===== config.mk =====
export PLATFORM = sky130hd
export DESIGN_NAME = mul_share_arbiter
export DESIGN_NICKNAME = d
export VERILOG_FILES = /design/src/rtl/mul_share_pkg.sv /design/src/rtl/mul_pipe.sv /design/src/rtl/mul_share_arbiter.sv
export SDC_FILE = /design/constraint.sdc
export NUM_CORES = 1
export LEC_CHECK = 0
export BUFFER_PORTS_ARGS = -buffer_cell sky130_fd_sc_hd__buf_2
export CAP_MARGIN = 30
export CORE_MARGIN = 10
export CORE_UTILIZATION = 35
export DETAILED_ROUTE_END_ITERATION = 8
export GPL_TIMING_DRIVEN = 0
export PLACE_DENSITY_LB_ADDON = 0.1
export SLEW_MARGIN = 30
export SYNTH_ARGS = -nofsm -noshare
export SYNTH_HDL_FRONTEND = slang
export SYNTH_SLANG_ARGS = --single-unit

===== constraint.sdc =====
create_clock -name clk -period 9.9 [get_ports clk]
set_input_delay 0.495 -clock clk [delete_from_list [all_inputs] [get_ports clk]]
set_output_delay 0.495 -clock clk [all_outputs]
set_load 0.02 [all_outputs]

===== src/rtl/mul_share_pkg.sv =====
// Package: mul_share_pkg
// Shared widths, operand/result types and the product helper used by the
// multiplier-sharing arbiter and its pipeline.
package mul_share_pkg;

    localparam int unsigned OP_W  = 8;
    localparam int unsigned RES_W = 16;

    typedef struct packed {
        logic [OP_W-1:0] a;
        logic [OP_W-1:0] b;
    } mul_op_t;

    typedef struct packed {
        logic [RES_W-1:0] data;
    } mul_res_t;

    // Full-precision unsigned product; 8x8 always fits in 16 bits.
    function automatic mul_res_t mul_prod(input mul_op_t op);
        mul_res_t r;
        r.data = RES_W'(op.a) * RES_W'(op.b);
        return r;
    endfunction

endpackage


===== src/rtl/mul_pipe.sv =====
// Module: mul_pipe
// LATENCY-stage registered unsigned multiplier. The product is formed on entry
// and then carried, with a valid bit and requester id, through the stages.
// Ports:
//   clk, rst_n   clock, asynchronous active-low reset
//   in_valid     operation entering this cycle
//   in_op        operands A/B
//   in_id        requester tag
//   out_valid    last-stage valid (one cycle per operation)
//   out_res      product; holds last delivered value while out_valid=0
//   out_id       tag of out_res; holds like out_res
//   busy         any stage holds a valid operation
module mul_pipe
    import mul_share_pkg::*;
#(
    parameter int unsigned LATENCY = 2,
    parameter int unsigned ID_W    = 2
) (
    input  logic            clk,
    input  logic            rst_n,
    input  logic            in_valid,
    input  mul_op_t         in_op,
    input  logic [ID_W-1:0] in_id,
    output logic            out_valid,
    output mul_res_t        out_res,
    output logic [ID_W-1:0] out_id,
    output logic            busy
);

    logic [LATENCY-1:0] stage_vld;

    for (genvar s = 0; s < LATENCY; s++) begin : g_stage
        logic            vld_in;
        mul_res_t        res_in;
        logic [ID_W-1:0] id_in;
        logic            vld_q;
        mul_res_t        res_q;
        logic [ID_W-1:0] id_q;

        if (s == 0) begin : g_first
            assign vld_in = in_valid;
            assign res_in = mul_prod(in_op);
            assign id_in  = in_id;
        end else begin : g_next
            assign vld_in = g_stage[s-1].vld_q;
            assign res_in = g_stage[s-1].res_q;
            assign id_in  = g_stage[s-1].id_q;
        end

        always_ff @(posedge clk or negedge rst_n) begin
            if (!rst_n) begin
                vld_q <= 1'b0;
            end else begin
                vld_q <= vld_in;
            end
        end

        // Payload only moves with a valid op, so the last stage naturally
        // holds the previously delivered result between strobes.
        if (s == LATENCY - 1) begin : g_last
            always_ff @(posedge clk or negedge rst_n) begin
                if (!rst_n) begin
                    res_q <= '0;
                    id_q  <= '0;
                end else if (vld_in) begin
                    res_q <= res_in;
                    id_q  <= id_in;
                end
            end
        end else begin : g_mid
            always_ff @(posedge clk) begin
                if (vld_in) begin
                    res_q <= res_in;
                    id_q  <= id_in;
                end
            end
        end

        assign stage_vld[s] = vld_q;
    end

    assign out_valid = g_stage[LATENCY-1].vld_q;
    assign out_res   = g_stage[LATENCY-1].res_q;
    assign out_id    = g_stage[LATENCY-1].id_q;
    assign busy      = |stage_vld;

endmodule


===== src/rtl/mul_share_arbiter.sv =====
// Module: mul_share_arbiter
// Shares one pipelined 8x8 multiplier between NUM_REQ requesters using
// round-robin arbitration; at most one operation accepted per cycle.
// Ports:
//   clk, rst_n   clock, asynchronous active-low reset
//   req_valid    per-requester operand-ready
//   req_a/req_b  per-requester operands
//   req_ready    one-hot (or zero) grant; accept = valid & ready
//   hold         block new accepts; in-flight ops still complete
//   res_valid    one-hot single-cycle result strobe
//   res_data     product of the owning requester
//   res_id       index of the owning requester
//   busy         at least one operation in flight
module mul_share_arbiter
    import mul_share_pkg::*;
#(
    parameter int unsigned NUM_REQ = 4,
    parameter int unsigned LATENCY = 2
) (
    input  logic                                clk,
    input  logic                                rst_n,
    input  logic [NUM_REQ-1:0]                  req_valid,
    input  logic [NUM_REQ-1:0][OP_W-1:0]        req_a,
    input  logic [NUM_REQ-1:0][OP_W-1:0]        req_b,
    output logic [NUM_REQ-1:0]                  req_ready,
    input  logic                                hold,
    output logic [NUM_REQ-1:0]                  res_valid,
    output logic [RES_W-1:0]                    res_data,
    output logic [$clog2(NUM_REQ)-1:0]          res_id,
    output logic                                busy
);

    localparam int unsigned ID_W = $clog2(NUM_REQ);

    logic [ID_W-1:0] ptr_q, ptr_d;
    logic [ID_W-1:0] gnt_id;
    logic            gnt_found;
    logic            accept;
    mul_op_t         op;
    logic            pipe_valid;
    mul_res_t        pipe_res;
    logic [ID_W-1:0] pipe_id;

    // Search from ptr upward, wrapping; first valid requester wins.
    always_comb begin
        logic [ID_W-1:0] idx;
        req_ready = '0;
        gnt_id    = '0;
        gnt_found = 1'b0;
        idx       = '0;
        if (rst_n && !hold) begin
            for (int k = 0; k < int'(NUM_REQ); k++) begin
                idx = ID_W'((int'(ptr_q) + k) % int'(NUM_REQ));
                if (!gnt_found && req_valid[idx]) begin
                    gnt_found      = 1'b1;
                    gnt_id         = idx;
                    req_ready[idx] = 1'b1;
                end
            end
        end
    end

    assign accept = gnt_found;

    always_comb begin
        ptr_d = ptr_q;
        if (accept) begin
            ptr_d = (gnt_id == ID_W'(NUM_REQ - 1)) ? '0 : gnt_id + 1'b1;
        end
    end

    always_ff @(posedge clk or negedge rst_n) begin
        if (!rst_n) begin
            ptr_q <= '0;
        end else begin
            ptr_q <= ptr_d;
        end
    end

    assign op.a = req_a[gnt_id];
    assign op.b = req_b[gnt_id];

    mul_pipe #(
        .LATENCY (LATENCY),
        .ID_W    (ID_W)
    ) u_mul_pipe (
        .clk       (clk),
        .rst_n     (rst_n),
        .in_valid  (accept),
        .in_op     (op),
        .in_id     (gnt_id),
        .out_valid (pipe_valid),
        .out_res   (pipe_res),
        .out_id    (pipe_id),
        .busy      (busy)
    );

    always_comb begin
        res_valid = '0;
        for (int i = 0; i < int'(NUM_REQ); i++) begin
            res_valid[i] = pipe_valid && (pipe_id == ID_W'(i));
        end
    end

    assign res_data = pipe_res.data;
    assign res_id   = pipe_id;

endmodule


---- Word-level counts from Yosys, hierarchy flattened ----
Index checks and enable logic that the tools add are counted.
word-level totals
  bits in registers ....................... 40
  latch bits .............................. 0
  RAM bits ................................ 0
  bits in read-only memories .............. 0
  output and inout port bits .............. 27
  memories ................................ 0
operators by class
  add/subtract/negate cells ............... 4
  multiply operators ...................... 1
  divide/modulo/power cells ............... 0
  magnitude comparators ................... 9
  equality and inequality tests ........... 4
  shifts and indexed selects .............. 0
  multiplexer cells ....................... 42
  bitwise gates (word level) .............. 3
  reduce and logical (&&, ||, !) cells .... 18
operators by type and width
  operator                                                                              number
  8-bit binary-select mux with 2-bit select                                             2
  4-bit 2-to-1 mux                                                                      8
  8-bit by 8-bit multiplier with 16-bit output                                          1
  1-bit 2-to-1 mux                                                                      16
  8-bit 2-to-1 mux                                                                      2
  2-bit by 3-bit less-than comparator with 1-bit output (second input constant)         5
  1-bit logical AND                                                                     12
  2-bit 2-to-1 mux                                                                      6
  4-bit OR                                                                              3
  1-bit binary-select mux with 2-bit select                                             4
  1-bit demux with 2-bit select                                                         4
  2-bit by 1-bit greater-or-equal comparator with 1-bit output (second input constant)  4
  2-bit equality test (second input constant)                                           3
  2-bit by 1-bit adder with 2-bit output (second input constant)                        2
  2-bit adder (second input constant)                                                   2
  1-bit zero test                                                                       4
  2-bit by 1-bit equality test with 1-bit output (second input constant)                1
  2-bit zero test                                                                       1
  2-bit OR reduction                                                                    1

---- Depth between registers and ports, before layout ----
  depth in word-level cells ............... 19
  depth in mapped cells ................... 26
  gate-level depth less buffers ........... 23

---- Cells and area by module ----
A second synthesis with hierarchy kept.
second synthesis, totals
  cells, all modules ...................... 466
  area total of the unflattened synthesis .. 4493.1 um^2
by module, submodules not included
  module             times used  cells each  area an instance (um^2)  seq. area each (um^2)
  mul_pipe           1           302         3365.7                   1041.0
  mul_share_arbiter  1           164         1127.3                   50.0

---- Worst setup path after synthesis ----
OpenSTA, ideal clock, no wires.
  path kind ............................... reg2reg
  from .................................... reg ptr_q[0]
  to ...................................... reg u_mul_pipe.g_stage[0].res_q[15] (netlist bit), data pin
  setup time .............................. 0.266 ns
  data arrival time ....................... 5.811 ns
  data required time ...................... 9.634 ns
  path slack .............................. 3.823 ns
  stages on the path, launching flop included .. 23
  buffers on the path ..................... 3
  period minus slack after synthesis ...... 6.077 ns
  path through ............................ dfrtp_1 > buf_6 > inv_1 > ha_1 > mux4_2 > nor2b_2 > o311ai_4 > buf_6 > buf_6 > o31ai_1 > fa_1 > fa_1 > fa_1 > inv_1 > fa_1 > inv_1 > ha_1 > a21o_1 > a21o_1 > a21oi_1 > a21boi_0 > o41ai_1 > xnor2_1
RTL lines
  element                   RTL line                 text
  start: declaration        mul_share_arbiter.sv:35  logic [ID_W-1:0] ptr_q, ptr_d;
  start signal: assignment  mul_share_arbiter.sv:76  ptr_q <= ptr_d;
  end signal: assignment    mul_pipe.sv:73           res_q <= res_in;
  end: declaration          mul_pipe.sv:37           mul_res_t res_q;

==> qor.yml <==
final_cell_count_no_fill: 742
drive_gt1_frac: 0.313
fp.coreArea_um2: 13200
floorplan.io_pins: 98
synth_fp_nets: 612
antenna_found_initial: 0
post-route-util: 0.423
finalPower_mw: 2.28
post-route-min-period_ns: 6.90
fin_worst_skew_ns: 0.00973
achievable_frequency_mhz: 145
crit_path_max_incr_delay_ns: 0.54
yosys_warnings: 0
post_place_cell_area_um2: 5450
crit_required_ns: 9.93
tritoncts_num_sinks: 40
sequential_fraction_of_the_synthesis_area: 0.230
antenna_cells: 0
setup_repair_after_global_routing_missed_its_margin: "false"
drt_wl_total_um: 14000
syn_inst: 461
total_negative_setup_slacks_ns: 0
viasPerCell: 5.41
irDropWorstVdd_uv: 277
die_width_um: 136
cts_buffers: 5
globalRoute.totalOverflow: 0
critPathMaxFanout: 10
timing.final.crit_share: 0.697
routed.top_layer: "met4"
cts_resized: 0
grtUsageTotal: 0.152
drtPass1Iterations: 5
pin_count_of_the_biggest_net_entering_global_routing: 25
pre_cts_slack_ns: 2.98
io_port_bufs: 97
clkLatencyLatePin_ns: 0.29
p_leak_nw: 2.57
met3_wire_length_um: 770
placedCellCount: 734
path_clk_slew_ns: 0.06
tritoncts: "done"
max_cap_check_violation_count: 0
gpl.final_weighted_congestion: 0.886
hold_path_class: "in2async"
netlist_area_um2: 4740
final_design_instance_area_without_fill_um2: 5600
post_cts_hold_buffers: 0
async_reset_ff_frac: 0.550
worst_pin_slew_ns: 0.969
final_max_slew_viol_count: 0
synth_cell_types: 44
drc: 0
grt_pass1_wl_um: 22600
final_net_count: 716
initial_core_util: 0.358
synth_area_per_cell_um2: 10.3
finalHoldWorstSlack_ns: 0.201
synth_edf_count: 18
first_iter_violations: 257
critical-path-slowest-cell: "sky130_fd_sc_hd__fa_1"
cts.repair_timing.setup_buffer_count: 0
post-dp-hpwl_um: 11200
areaGrowthSynthToFinish_pct: 18.1
fp-row-count: 42
power.density_nw_per_um2: 407
worstSetupStartpointType: "register"
dr_total_vias: 4013
antenna_violating_nets_post_route: 0
ctsRootBufferMaster: "sky130_fd_sc_hd__clkbuf_16"
arrival_ns: 6.92
met2WireLength_um: 6860
avgRoutedWirePerCell_um: 18.8
critical-path-top-cell-by-count: "sky130_fd_sc_hd__fa_1"
worst-setup-path-type: "reg2reg"
setup_slack_ns: 3.00
postSynth.topFlopCell: "sky130_fd_sc_hd__dfrtp_1"
finalHoldViolCount: 0
critPathCaptureType: "register"
worstPathCellList: "buf_6 -> inv_1 -> ha_1 -> o21ai_0 -> a31oi_1 -> buf_4 -> buf_2 -> mux2_1 -> nand3_1 -> o31ai_1 -> fa_1 -> fa_1 -> fa_1 -> inv_1 -> fa_1 -> inv_1 -> ha_1 -> a21o_1 -> a21o_1 -> a21oi_1 -> a21boi_0 -> o41ai_1 -> xnor2_1"
setup-violations-final: 0
first_global_vias: 4357
cts_htree_levels: 2
yosys_register_bits: 40
slew_headroom: 0.335
wl_met1_um: 6120
outcome: "finished, final reports clean"
cts.path.max_buffers: 2
overall_die_area_um2: 18600
floorplan.die.height_um: 136
-- final timing paths --
kind	to	slack, ns	from	cells after the start
max	u_mul_pipe.g_stage[0].res_q[15]	3.00	ptr_q[0]	23
min	u_mul_pipe.g_stage[0].vld_q	0.20	rst_n	1
max reg2reg	u_mul_pipe.g_stage[0].res_q[15]	3.00	ptr_q[0]	23
min reg2reg	u_mul_pipe.out_valid	0.39	u_mul_pipe.g_stage[0].vld_q	0
max in group asynchronous	u_mul_pipe.out_res[10]	9.31	rst_n	1
min in group clk	u_mul_pipe.out_valid	0.39	u_mul_pipe.g_stage[0].vld_q	0
-- area by class of cell --
class	count	area [um^2]
fill	1351	7640
multi-input combinational	348	3310
sequential	40	1090
timing repair buffer	97	485
tap	176	220
inverter	51	191
buffer	22	156
clock buffer	6	139
clock inverter	2	10.0
-- logic make-up (layout without fill, tap and decap cells) --
group	after synthesis	count (layout)	synth area share
multiplexers	56	56	0.145
XOR/XNOR	11	11	0.0203
flip-flops	40	40	0.230
adder cells (fa/ha/maj)	80	80	0.268
AND/OR/NAND/NOR	97	97	0.104
buffers and inverters	73	178	0.0733
AO/OA/AOI/OAI	104	104	0.159
-- cell usage after synthesis, types with 8 or more instances --
cell / instances / area share
sky130_fd_sc_hd__fa_1: 36 / 0.15
sky130_fd_sc_hd__edfxtp_1: 18 / 0.11
sky130_fd_sc_hd__buf_2: 11 / 0.012
sky130_fd_sc_hd__o31ai_1: 53 / 0.084
sky130_fd_sc_hd__nand3_1: 52 / 0.055
sky130_fd_sc_hd__a31oi_1: 13 / 0.017
sky130_fd_sc_hd__inv_1: 51 / 0.040
sky130_fd_sc_hd__nor2_1: 12 / 0.0095
sky130_fd_sc_hd__dfrtp_1: 22 / 0.12
sky130_fd_sc_hd__a21oi_1: 8 / 0.0084
sky130_fd_sc_hd__xnor2_1: 8 / 0.015
sky130_fd_sc_hd__nor3_1: 13 / 0.014
sky130_fd_sc_hd__ha_1: 44 / 0.12
sky130_fd_sc_hd__mux2i_1: 8 / 0.017
sky130_fd_sc_hd__mux2_2: 31 / 0.074
sky130_fd_sc_hd__mux2i_2: 9 / 0.026
-- registers in the layout, indices dropped and copies added, names as in the netlist --
name	flops
u_mul_pipe.g_stage.id_q	2
u_mul_pipe.out_res	16
ptr_q	2
u_mul_pipe.out_valid	1
u_mul_pipe.g_stage.vld_q	1
u_mul_pipe.g_stage.res_q	16
u_mul_pipe.out_id	2
-- placed cells by master (no fill, tap or decap), types with 4 or more instances in the layout --
| cell type | Yosys | layout |
|---|---|---|
| sky130_fd_sc_hd__mux2_2 | 31 | 31 |
| sky130_fd_sc_hd__edfxtp_1 | 18 | 18 |
| sky130_fd_sc_hd__fa_1 | 36 | 36 |
| sky130_fd_sc_hd__mux2i_2 | 9 | 10 |
| sky130_fd_sc_hd__nor3_1 | 13 | 13 |
| sky130_fd_sc_hd__clkbuf_16 | 0 | 5 |
| sky130_fd_sc_hd__ha_1 | 44 | 44 |
| sky130_fd_sc_hd__a21oi_1 | 8 | 8 |
| sky130_fd_sc_hd__a22oi_1 | 4 | 4 |
| sky130_fd_sc_hd__o21ai_0 | 7 | 7 |
| sky130_fd_sc_hd__nor2_1 | 12 | 12 |
| sky130_fd_sc_hd__a31oi_1 | 13 | 13 |
| sky130_fd_sc_hd__mux2i_1 | 8 | 7 |
| sky130_fd_sc_hd__a221oi_1 | 4 | 4 |
| sky130_fd_sc_hd__nand2b_1 | 4 | 4 |
| sky130_fd_sc_hd__dfrtp_1 | 22 | 22 |
| sky130_fd_sc_hd__nand3_1 | 52 | 52 |
| sky130_fd_sc_hd__nand2_1 | 4 | 4 |
| sky130_fd_sc_hd__xnor2_1 | 8 | 8 |
| sky130_fd_sc_hd__buf_6 | 7 | 7 |
| sky130_fd_sc_hd__buf_2 | 11 | 108 |
| sky130_fd_sc_hd__o31ai_1 | 53 | 53 |
| sky130_fd_sc_hd__inv_1 | 51 | 51 |
| sky130_fd_sc_hd__mux4_2 | 4 | 4 |
| sky130_fd_sc_hd__mux2_1 | 4 | 4 |
-- power breakdown --
group | internal [mW] | switching (mW)
clock network | 0.0993 | 0.0654
registers | 0.331 | 0.0321
logic | 0.776 | 0.976
total | 1.21 | 1.07
-- routing by layer --
metal,track usage,up-vias
met3,0.0292,13
li1,-,1910
met1,0.187,1972
met2,0.263,118
met4,0.0467,0
met5,0,-
-- worst max-delay path, delay by kind of cell, from the launching register on --
kind / cells / cell delay, ns
AO/OA/AOI/OAI: 8 / 1.51
XOR/XNOR: 1 / 0.11
adder cells (fa/ha/maj): 6 / 2.87
buffers and inverters: 6 / 0.97
flip-flops: 1 / 0.47
multiplexers: 1 / 0.52
AND/OR/NAND/NOR: 1 / 0.15
Power figures use the tool's default switching activity.
